### config.mk
export PLATFORM = sky130hd
export DESIGN_NAME = frame_update_scheduler_flat
export DESIGN_NICKNAME = d
export VERILOG_FILES = /design/src/rtl/frame_update_scheduler_if.sv /design/src/rtl/frame_update_scheduler.sv /design/src/flat_wrapper.sv
export SDC_FILE = /design/constraint.sdc
export NUM_CORES = 1
export LEC_CHECK = 0
export ABC_AREA = 1
export ABC_CLOCK_PERIOD_IN_PS = 1350
export CELL_PAD_IN_SITES_DETAIL_PLACEMENT = 2
export CELL_PAD_IN_SITES_GLOBAL_PLACEMENT = 2
export CORE_MARGIN = 10
export CORE_UTILIZATION = 27
export DETAILED_ROUTE_END_ITERATION = 12
export PLACE_DENSITY = 0.79
export SYNTH_ARGS = -nofsm -noshare
export SYNTH_HDL_FRONTEND = slang
export SYNTH_SLANG_ARGS = --single-unit
export TNS_END_PERCENT = 30
### constraint.sdc
create_clock -name Clk_100MHz -period 1.35 [get_ports Clk_100MHz]
set_clock_uncertainty 0.1 [all_clocks]
set_input_delay 0.3375 -clock Clk_100MHz [delete_from_list [all_inputs] [get_ports Clk_100MHz]]
set_output_delay 0.3375 -clock Clk_100MHz [all_outputs]
set_load 0.02 [all_outputs]
### src/rtl/frame_update_scheduler_if.sv
// rtl/frame_update_scheduler_if.sv - update-slot request/grant handshake between scheduler and engines
interface frame_update_scheduler_if #(
    parameter int NUM_REQ = 4
) ();
    logic [NUM_REQ-1:0] req;
    logic [NUM_REQ-1:0] done;
    logic [NUM_REQ-1:0] grant;
    logic               step;

    modport master (
        input  req,
        input  done,
        output grant,
        output step
    );

    modport slave (
        output req,
        output done,
        input  grant,
        input  step
    );
endinterface

### src/rtl/frame_update_scheduler.sv
// rtl/frame_update_scheduler.sv - hands the shared update slot to each requesting engine once per vsync frame
module frame_update_scheduler #(
    parameter int NUM_REQ        = 4,
    parameter int TIMEOUT_CYCLES = 1024,
    parameter int COUNT_W        = 16
) (
    input  logic                 Clk_100MHz,
    input  logic                 Reset,
    input  logic                 vsync,
    input  logic                 Game_Enable,
    input  logic                 pauseSwitch,
    input  logic                 clr_err,
    frame_update_scheduler_if.master bus,
    output logic                 frame_done,
    output logic [COUNT_W-1:0]   frame_count,
    output logic                 overrun,
    output logic [NUM_REQ-1:0]   timeout_err
);

    localparam int IW = (NUM_REQ > 1) ? $clog2(NUM_REQ) : 1;
    localparam int TW = (TIMEOUT_CYCLES > 1) ? $clog2(TIMEOUT_CYCLES) : 1;
    localparam logic [TW-1:0] TIMER_LAST = TW'(TIMEOUT_CYCLES - 1);

    typedef enum logic [1:0] {IDLE, SCAN, WAIT, FINISH} state_t;

    state_t             state, state_nxt;
    logic               vs_meta, vs_sync, vs_prev, frame_tick;
    logic [NUM_REQ-1:0] pending;
    logic [IW-1:0]      sel, sel_nxt;
    logic [TW-1:0]      timer;
    logic               served, timed_out, start, abort;
    logic [NUM_REQ-1:0] err_set;

    always_ff @(posedge Clk_100MHz or negedge Reset) begin
        if (!Reset) begin
            vs_meta <= 1'b0;
            vs_sync <= 1'b0;
            vs_prev <= 1'b0;
        end else begin
            vs_meta <= vsync;
            vs_sync <= vs_meta;
            vs_prev <= vs_sync;
        end
    end

    assign frame_tick = vs_sync & ~vs_prev;
    assign start      = frame_tick & Game_Enable & ~pauseSwitch;
    assign abort      = ~Game_Enable;
    assign served     = bus.done[sel];
    assign timed_out  = (timer == TIMER_LAST);

    // Lowest set index wins, so engine 0 always updates first.
    always_comb begin
        sel_nxt = '0;
        for (int i = NUM_REQ - 1; i >= 0; i--) begin
            if (pending[i]) sel_nxt = IW'(i);
        end
    end

    always_ff @(posedge Clk_100MHz or negedge Reset) begin
        if (!Reset) state <= IDLE;
        else        state <= state_nxt;
    end

    always_comb begin
        state_nxt  = state;
        bus.grant  = '0;
        bus.step   = 1'b0;
        frame_done = 1'b0;
        err_set    = '0;
        case (state)
            IDLE: begin
                if (start) state_nxt = SCAN;
            end
            SCAN: begin
                if (abort)             state_nxt = IDLE;
                else if (pending == '0) state_nxt = FINISH;
                else                   state_nxt = WAIT;
            end
            WAIT: begin
                bus.grant = NUM_REQ'(1) << sel;
                bus.step  = (timer == '0);
                if (abort) begin
                    state_nxt = IDLE;
                end else if (served) begin
                    state_nxt = SCAN;
                end else if (timed_out) begin
                    state_nxt = SCAN;
                    err_set   = NUM_REQ'(1) << sel;
                end
            end
            FINISH: begin
                state_nxt  = IDLE;
                frame_done = Game_Enable;
            end
            default: state_nxt = IDLE;
        endcase
    end

    always_ff @(posedge Clk_100MHz or negedge Reset) begin
        if (!Reset) begin
            pending     <= '0;
            sel         <= '0;
            timer       <= '0;
            frame_count <= '0;
            overrun     <= 1'b0;
            timeout_err <= '0;
        end else begin
            if (state == IDLE && start) pending <= bus.req;
            if (state == SCAN && !abort && pending != '0) begin
                sel              <= sel_nxt;
                pending[sel_nxt] <= 1'b0;
                timer            <= '0;
            end
            if (state == WAIT) timer <= timer + 1'b1;
            if (state != IDLE && abort) pending <= '0;
            if (state == FINISH && Game_Enable) frame_count <= frame_count + 1'b1;
            // A newly raised error takes priority over a simultaneous clear.
            overrun     <= (overrun & ~clr_err) | (frame_tick & (state != IDLE));
            timeout_err <= (timeout_err & ~{NUM_REQ{clr_err}}) | err_set;
        end
    end

endmodule
### src/flat_wrapper.sv
// flat-port wrapper written by rule: the top's interface ports become plain ports
module frame_update_scheduler_flat 
#(
    parameter int NUM_REQ        = 4,
    parameter int TIMEOUT_CYCLES = 1024,
    parameter int COUNT_W        = 16
)
  (Clk_100MHz, Reset, vsync, Game_Enable, pauseSwitch, clr_err, frame_done, frame_count, overrun, timeout_err, bus_req, bus_done, bus_grant, bus_step);
  frame_update_scheduler_if #(.NUM_REQ(NUM_REQ)) bus_i ();
  input  logic Clk_100MHz;
  input  logic Reset;
  input  logic vsync;
  input  logic Game_Enable;
  input  logic pauseSwitch;
  input  logic clr_err;
  output logic frame_done;
  output logic [COUNT_W-1:0] frame_count;
  output logic overrun;
  output logic [NUM_REQ-1:0] timeout_err;
  input wire logic [$bits(bus_i.req)-1:0] bus_req;
  input wire logic [$bits(bus_i.done)-1:0] bus_done;
  output wire logic [$bits(bus_i.grant)-1:0] bus_grant;
  output wire logic [$bits(bus_i.step)-1:0] bus_step;
  assign bus_i.req = bus_req;
  assign bus_i.done = bus_done;
  assign bus_grant = bus_i.grant;
  assign bus_step = bus_i.step;
  frame_update_scheduler #(.NUM_REQ(NUM_REQ), .TIMEOUT_CYCLES(TIMEOUT_CYCLES), .COUNT_W(COUNT_W)) u_core (.Clk_100MHz(Clk_100MHz), .Reset(Reset), .vsync(vsync), .Game_Enable(Game_Enable), .pauseSwitch(pauseSwitch), .clr_err(clr_err), .bus(bus_i), .frame_done(frame_done), .frame_count(frame_count), .overrun(overrun), .timeout_err(timeout_err));
endmodule
Yosys cells after proc, flatten, opt, wreduce, memory -nomap -nowiden
Index checks and enable logic that the tools add are counted.

Input port bits: 14. Bits in registers: 42. Output and inout bits: 27. Logic and storage cells: 77.

$add $sub $neg: 2. Shift operators: 1. Equality and inequality tests: 6. Reduce and logical (&&, ||, !) cells: 13. Mux-type cells: 27. Magnitude comparators: 3. Bitwise gates (word level): 15.

Operator list (number): 4-bit 2-to-1 mux (8); 10-bit 2-to-1 mux (2); 2-bit 2-to-1 mux (9); 16-bit by 1-bit adder with 16-bit output (second input constant) (1); 10-bit by 1-bit adder with 10-bit output (second input constant) (1); 10-bit equality test (second input constant) (1); 10-bit zero test (1); 4-bit AND (2); 4-bit NOT (2); 2-bit one-hot mux with 4 select lines (1); 1-bit logical AND (6); 2-bit by 3-bit less-than comparator with 1-bit output (second input constant) (2); 1-bit AND (5); 1-bit 2-to-1 mux (5); 2-bit equality test (second input constant) (2); 4-bit zero test (1); 4-bit by 2-bit != test with 1-bit output (second input constant) (1); 1-bit NOT (4); 4-bit OR (1); 2-bit nonzero test (2); 4-bit nonzero test (1); 1-bit by 2-bit << shifter with 4-bit output (first input constant) (1); 1-bit binary-select mux with 2-bit select (1); 1-bit demux with 2-bit select (1); other kinds (6) (6).

Logic depth before layout (Yosys ltp)
Depth after elaboration: 12. Gate-level depth with buffers: 9. Mapped depth without buffers: 9.

Worst setup path before layout
OpenSTA, ideal clock, no wires.

Path type: reg-to-output. Start point: reg u_core.state[1]. End point: out bus_step. Data required time: 0.912 ns. Stages on the path, launching flop included: 6. Arrival time: 1.454 ns. Path slack: -0.542 ns. Path buffers: 1. Cells stage by stage: dfrtp_1 -> nand2_1 -> buf_2 -> clkinv_2 -> nand3_1 -> nor4_1.

Cells in the longest elaborated chain, start to end: 2.

Ends and longest elaborated chain: start: declaration (RTL line frame_update_scheduler.sv:26) `state_t state, state_nxt;`; start signal: assignment (RTL line frame_update_scheduler.sv:62) `else state <= state_nxt;`; 2-bit equality test (RTL line frame_update_scheduler.sv:71) `case (state)`; 1-bit 2-to-1 mux (RTL line frame_update_scheduler.sv:71); end: declaration (RTL line flat_wrapper.sv:23) `output wire logic [$bits(bus_i.step)-1:0] bus_step;`.

Every way passes these cells.

Worst setup path after layout
Start point: reg u_core.timer[0]. End point: out bus_step.

Cells in the longest elaborated chain, start to end: 2.

Ends and longest elaborated chain: start: declaration (RTL line frame_update_scheduler.sv:30) `logic [TW-1:0] timer;`; start signal: assignment (RTL line frame_update_scheduler.sv:115) `if (state == WAIT) timer <= timer + 1'b1;`; 10-bit zero test (RTL line frame_update_scheduler.sv:82) `bus.step = (timer == '0);`; 1-bit 2-to-1 mux (RTL line frame_update_scheduler.sv:71).

Every way passes these cells.

==> flow_summary.ini <==
[sta]
drv_slew = 0
rsz0062_at_grt = yes
slew_headroom_pct = 75.4
tightest_slew_ns = 0.366
setup_ws_ns = -0.481
finalCriticalPeriod_ns = 1.83
fin_crit_sh_pct = 136
final_hold_viol_count = 0
setup_violations = 49
max_freq_ghz = 0.546

[global_routing]
grt_use_met3_pct = 3.08
grt_use_met1_pct = 18.4
grt_max_degree = 43
antenna_found_initial = 0
grt.total_usage_pct = 17.9
overflow = 0
first_global_vias = 3000
grt_pass1_wl_mm = 17.4
busiest_layer = met2
met2_usage_pct = 34.2

[finish]
multi_input_area_um2 = 1320
nets = 438
drive_gt1_share_pct = 49.6
stdcell_count = 526
fill_cells = 880
regArea_um2 = 1050
antenna_cells = 0
area_delta_synth_final_pct = 73.8
final_core_util_pct = 47.6

[clocking]
clk_path_buf_depth = 2
clk_latency_ns = 0.31
clockRootBuffer = clkbuf_8
cts_buffers = 5
cts.sinks = 42
cts_tree = done
cts.clk_slew.worst_paths_ns = 0.09
htree_levels = 2

[route]
wl_per_cell_um = 24.4
routed_wl_mm = 12.8
ant_nets = 0
drc = 0
drt_first_pass_iters = 4
vias = 2599
detail_route.iter0.violations = 106
via_per_inst = 4.94

[placement]
gp_congestion = 0.811
io_buffer_count = 40
dp_hpwl_mm = 6.47
place_inst = 495

[floorplanning]
initial_core_util_pct = 27.4
die_y_um = 111
core-area_um2 = 8130
fp-row-count = 33
die_area_um2 = 12300
ioPinCount = 41
die_x_um = 111

[synthesis]
synthSimpleGateAreaFrac_pct = 31.5
avgSynthCellArea_um2 = 7.72
synthMuxAreaShare_pct = 0
yosys_register_bits = 42
synthXorXnorAreaFrac_pct = 4.32
synthTopCellsByArea = dfrtp_1 47%, nand2_1 13%, inv_1 8.2%
syn-num-nets = 306
synth_cell_types = 28
synthArstFlopShare_pct = 100
seq_area_frac_synth_pct = 47.1
synth_edf_count = 0
yosysWarnings = 0
synthAdderAreaFrac_pct = 1.68
syn_area_um2 = 2230
synth_top_family_by_area = simple AND/OR/NAND/NOR gates
yosys.area.top_type = dfrtp_1
synth_flop_cell = dfrtp_1
synth_compound_area_share_pct = 6.45
syn_inst = 289
synth.top_cell.area_share_pct = 47.1

[outcome]
outcome = finished with violations
violations = negative setup slack

[critical_path]
critPathRequiredTime_ns = 0.91
worstPathArrival_ns = 1.39
worstSetupPathType = reg2out
regToRegStartpoint = u_core.state[0]
startpoint_type = flop
crit_path_end_kind = output port
crit_path_max_fanout = 2
rrSetupSlack_ns = -0.37
crit_path_start = u_core.timer[0]

[worst_hold_path]
holdCritStartpoint = u_core.vs_meta
hp-class = reg2reg

[power]
power.leakage_nw = 1.97
irDropWorstVdd_v = 0.000713
power_density_nw_per_um2 = 1570

[flow_run]
max_cap_violations = 0
[Yosys cell counts (4+ instances only)]
cell type / n
nand2_1: 78
nand3_1: 17
xnor2_1: 4
nor2_2: 4
nor3_1: 5
nor2_1: 33
o21ai_0: 16
nand4_1: 5
xor2_1: 7
dfrtp_1: 42
inv_1: 49
a21oi_1: 4
[worst max-delay path, cell delays in order (launching register included)]
cell and delay [ns]:
dfrtp_1 0.43, inv_2 0.11, ha_4 0.14, nand3_2 0.09, nor4_4 0.13, buf_4 0.18
[layout make-up]
cell class                 instances  area share (%)
timing repair buffer             126            27.7
tap                              105            3.39
multi-input combinational        195            34.2
sequential                        42            27.2
clock inverter                     2           0.258
inverter                          51            5.52
clock buffer                       5            1.78
[timing repair]
action,CTS,global route
hold endpoints to repair,42,0
gates resized for setup,208,72
endpoints found under the setup margin,63,58
gates cloned,0,0
pin swaps,15,25
hold buffers,1,0
buffers inserted,12,13
[placed cells by master (no fill, tap or decap), types with 2 or more instances in the layout]
cell	n
a21oi_1	2
ha_4	2
nand3_4	2
o21ai_1	10
clkdlybuf4s50_1	11
buf_2	12
o22ai_1	3
nor3_1	3
dfrtp_2	3
nand2_1	58
clkinv_2	2
nor2_1	13
xnor2_1	4
a21oi_2	2
buf_4	70
nand3_2	6
clkbuf_8	5
xor2_1	6
nand2_4	11
nand2_2	10
nand4_1	5
nand3_1	13
inv_1	33
buf_6	30
inv_2	11
o21ai_0	6
inv_4	6
o21ai_2	2
dfrtp_1	39
nor2_4	17
nor2_2	10
[stage by stage]
step | TNS (ns) | hold WS [ns] | total power (W) | setup WS (ns) | area, µm²
2_1_floorplan | -1.41 | -0.0581 | 0.00265 | -0.229 | 2240
3_3_place_gp | -20.43 | 0.234 | 0.00367 | -0.753 | 3240
3_5_place_dp | -22.45 | 0.237 | 0.00382 | -0.772 | 3240
4_1_cts | -7.57 | 0.263 | 0.00531 | -0.433 | 3570
5_1_grt | -13.00 | 0.276 | 0.00637 | -0.537 | 3870
6_report | -10.44 | 0.257 | 0.00608 | -0.481 | 3870
[where the power goes]
| group | switching, W | internal, W | total, W |
|---|---|---|---|
| Sequential | 0.000296 | 0.00152 | 0.00181 |
| Clock | 0.000531 | 0.000350 | 0.000881 |
| Combinational | 0.00190 | 0.00149 | 0.00339 |
[cells by family (layout without fill, tap and decap cells)]
family,after synthesis,in the layout
AOI/OAI and AO/OA,27,27
xor gates and xnor gates,11,11
adders and majority gates,3,3
buffers and inverters,52,184
DFF,42,42
and+or+nand+nor,154,154
[state kept, by name, summed over array words and instances, names as in the netlist]
| signal | count |
|---|---|
| u_core.vs_meta | 1 |
| u_core.vs_sync | 1 |
| u_core.overrun | 1 |
| u_core.vs_prev | 1 |
| u_core.state | 2 |
| u_core.sel | 2 |
| u_core.frame_count | 16 |
| u_core.timer | 10 |
| u_core.timeout_err | 4 |
| u_core.pending | 4 |
[routing by layer]
layer	up-vias	part of all wire (%)	routed length (µm)
met2	76	54	6950
met3	36	2.7	342
met4	0	4.2	542
met1	1333	39	5010
met5	-	0	0
li1	1154	-	-
[worst paths after layout]
kind | endpoint | cells after the start
max in group asynchronous | u_core.sel[1] | 3
min reg2reg | u_core.vs_sync | 0
min | u_core.vs_sync | 0
max | bus_step | 5
max reg2reg | u_core.frame_count[7] | 8
min in group asynchronous | u_core.frame_count[15] | 3
No activity file was read; power rests on OpenSTA's default activity.
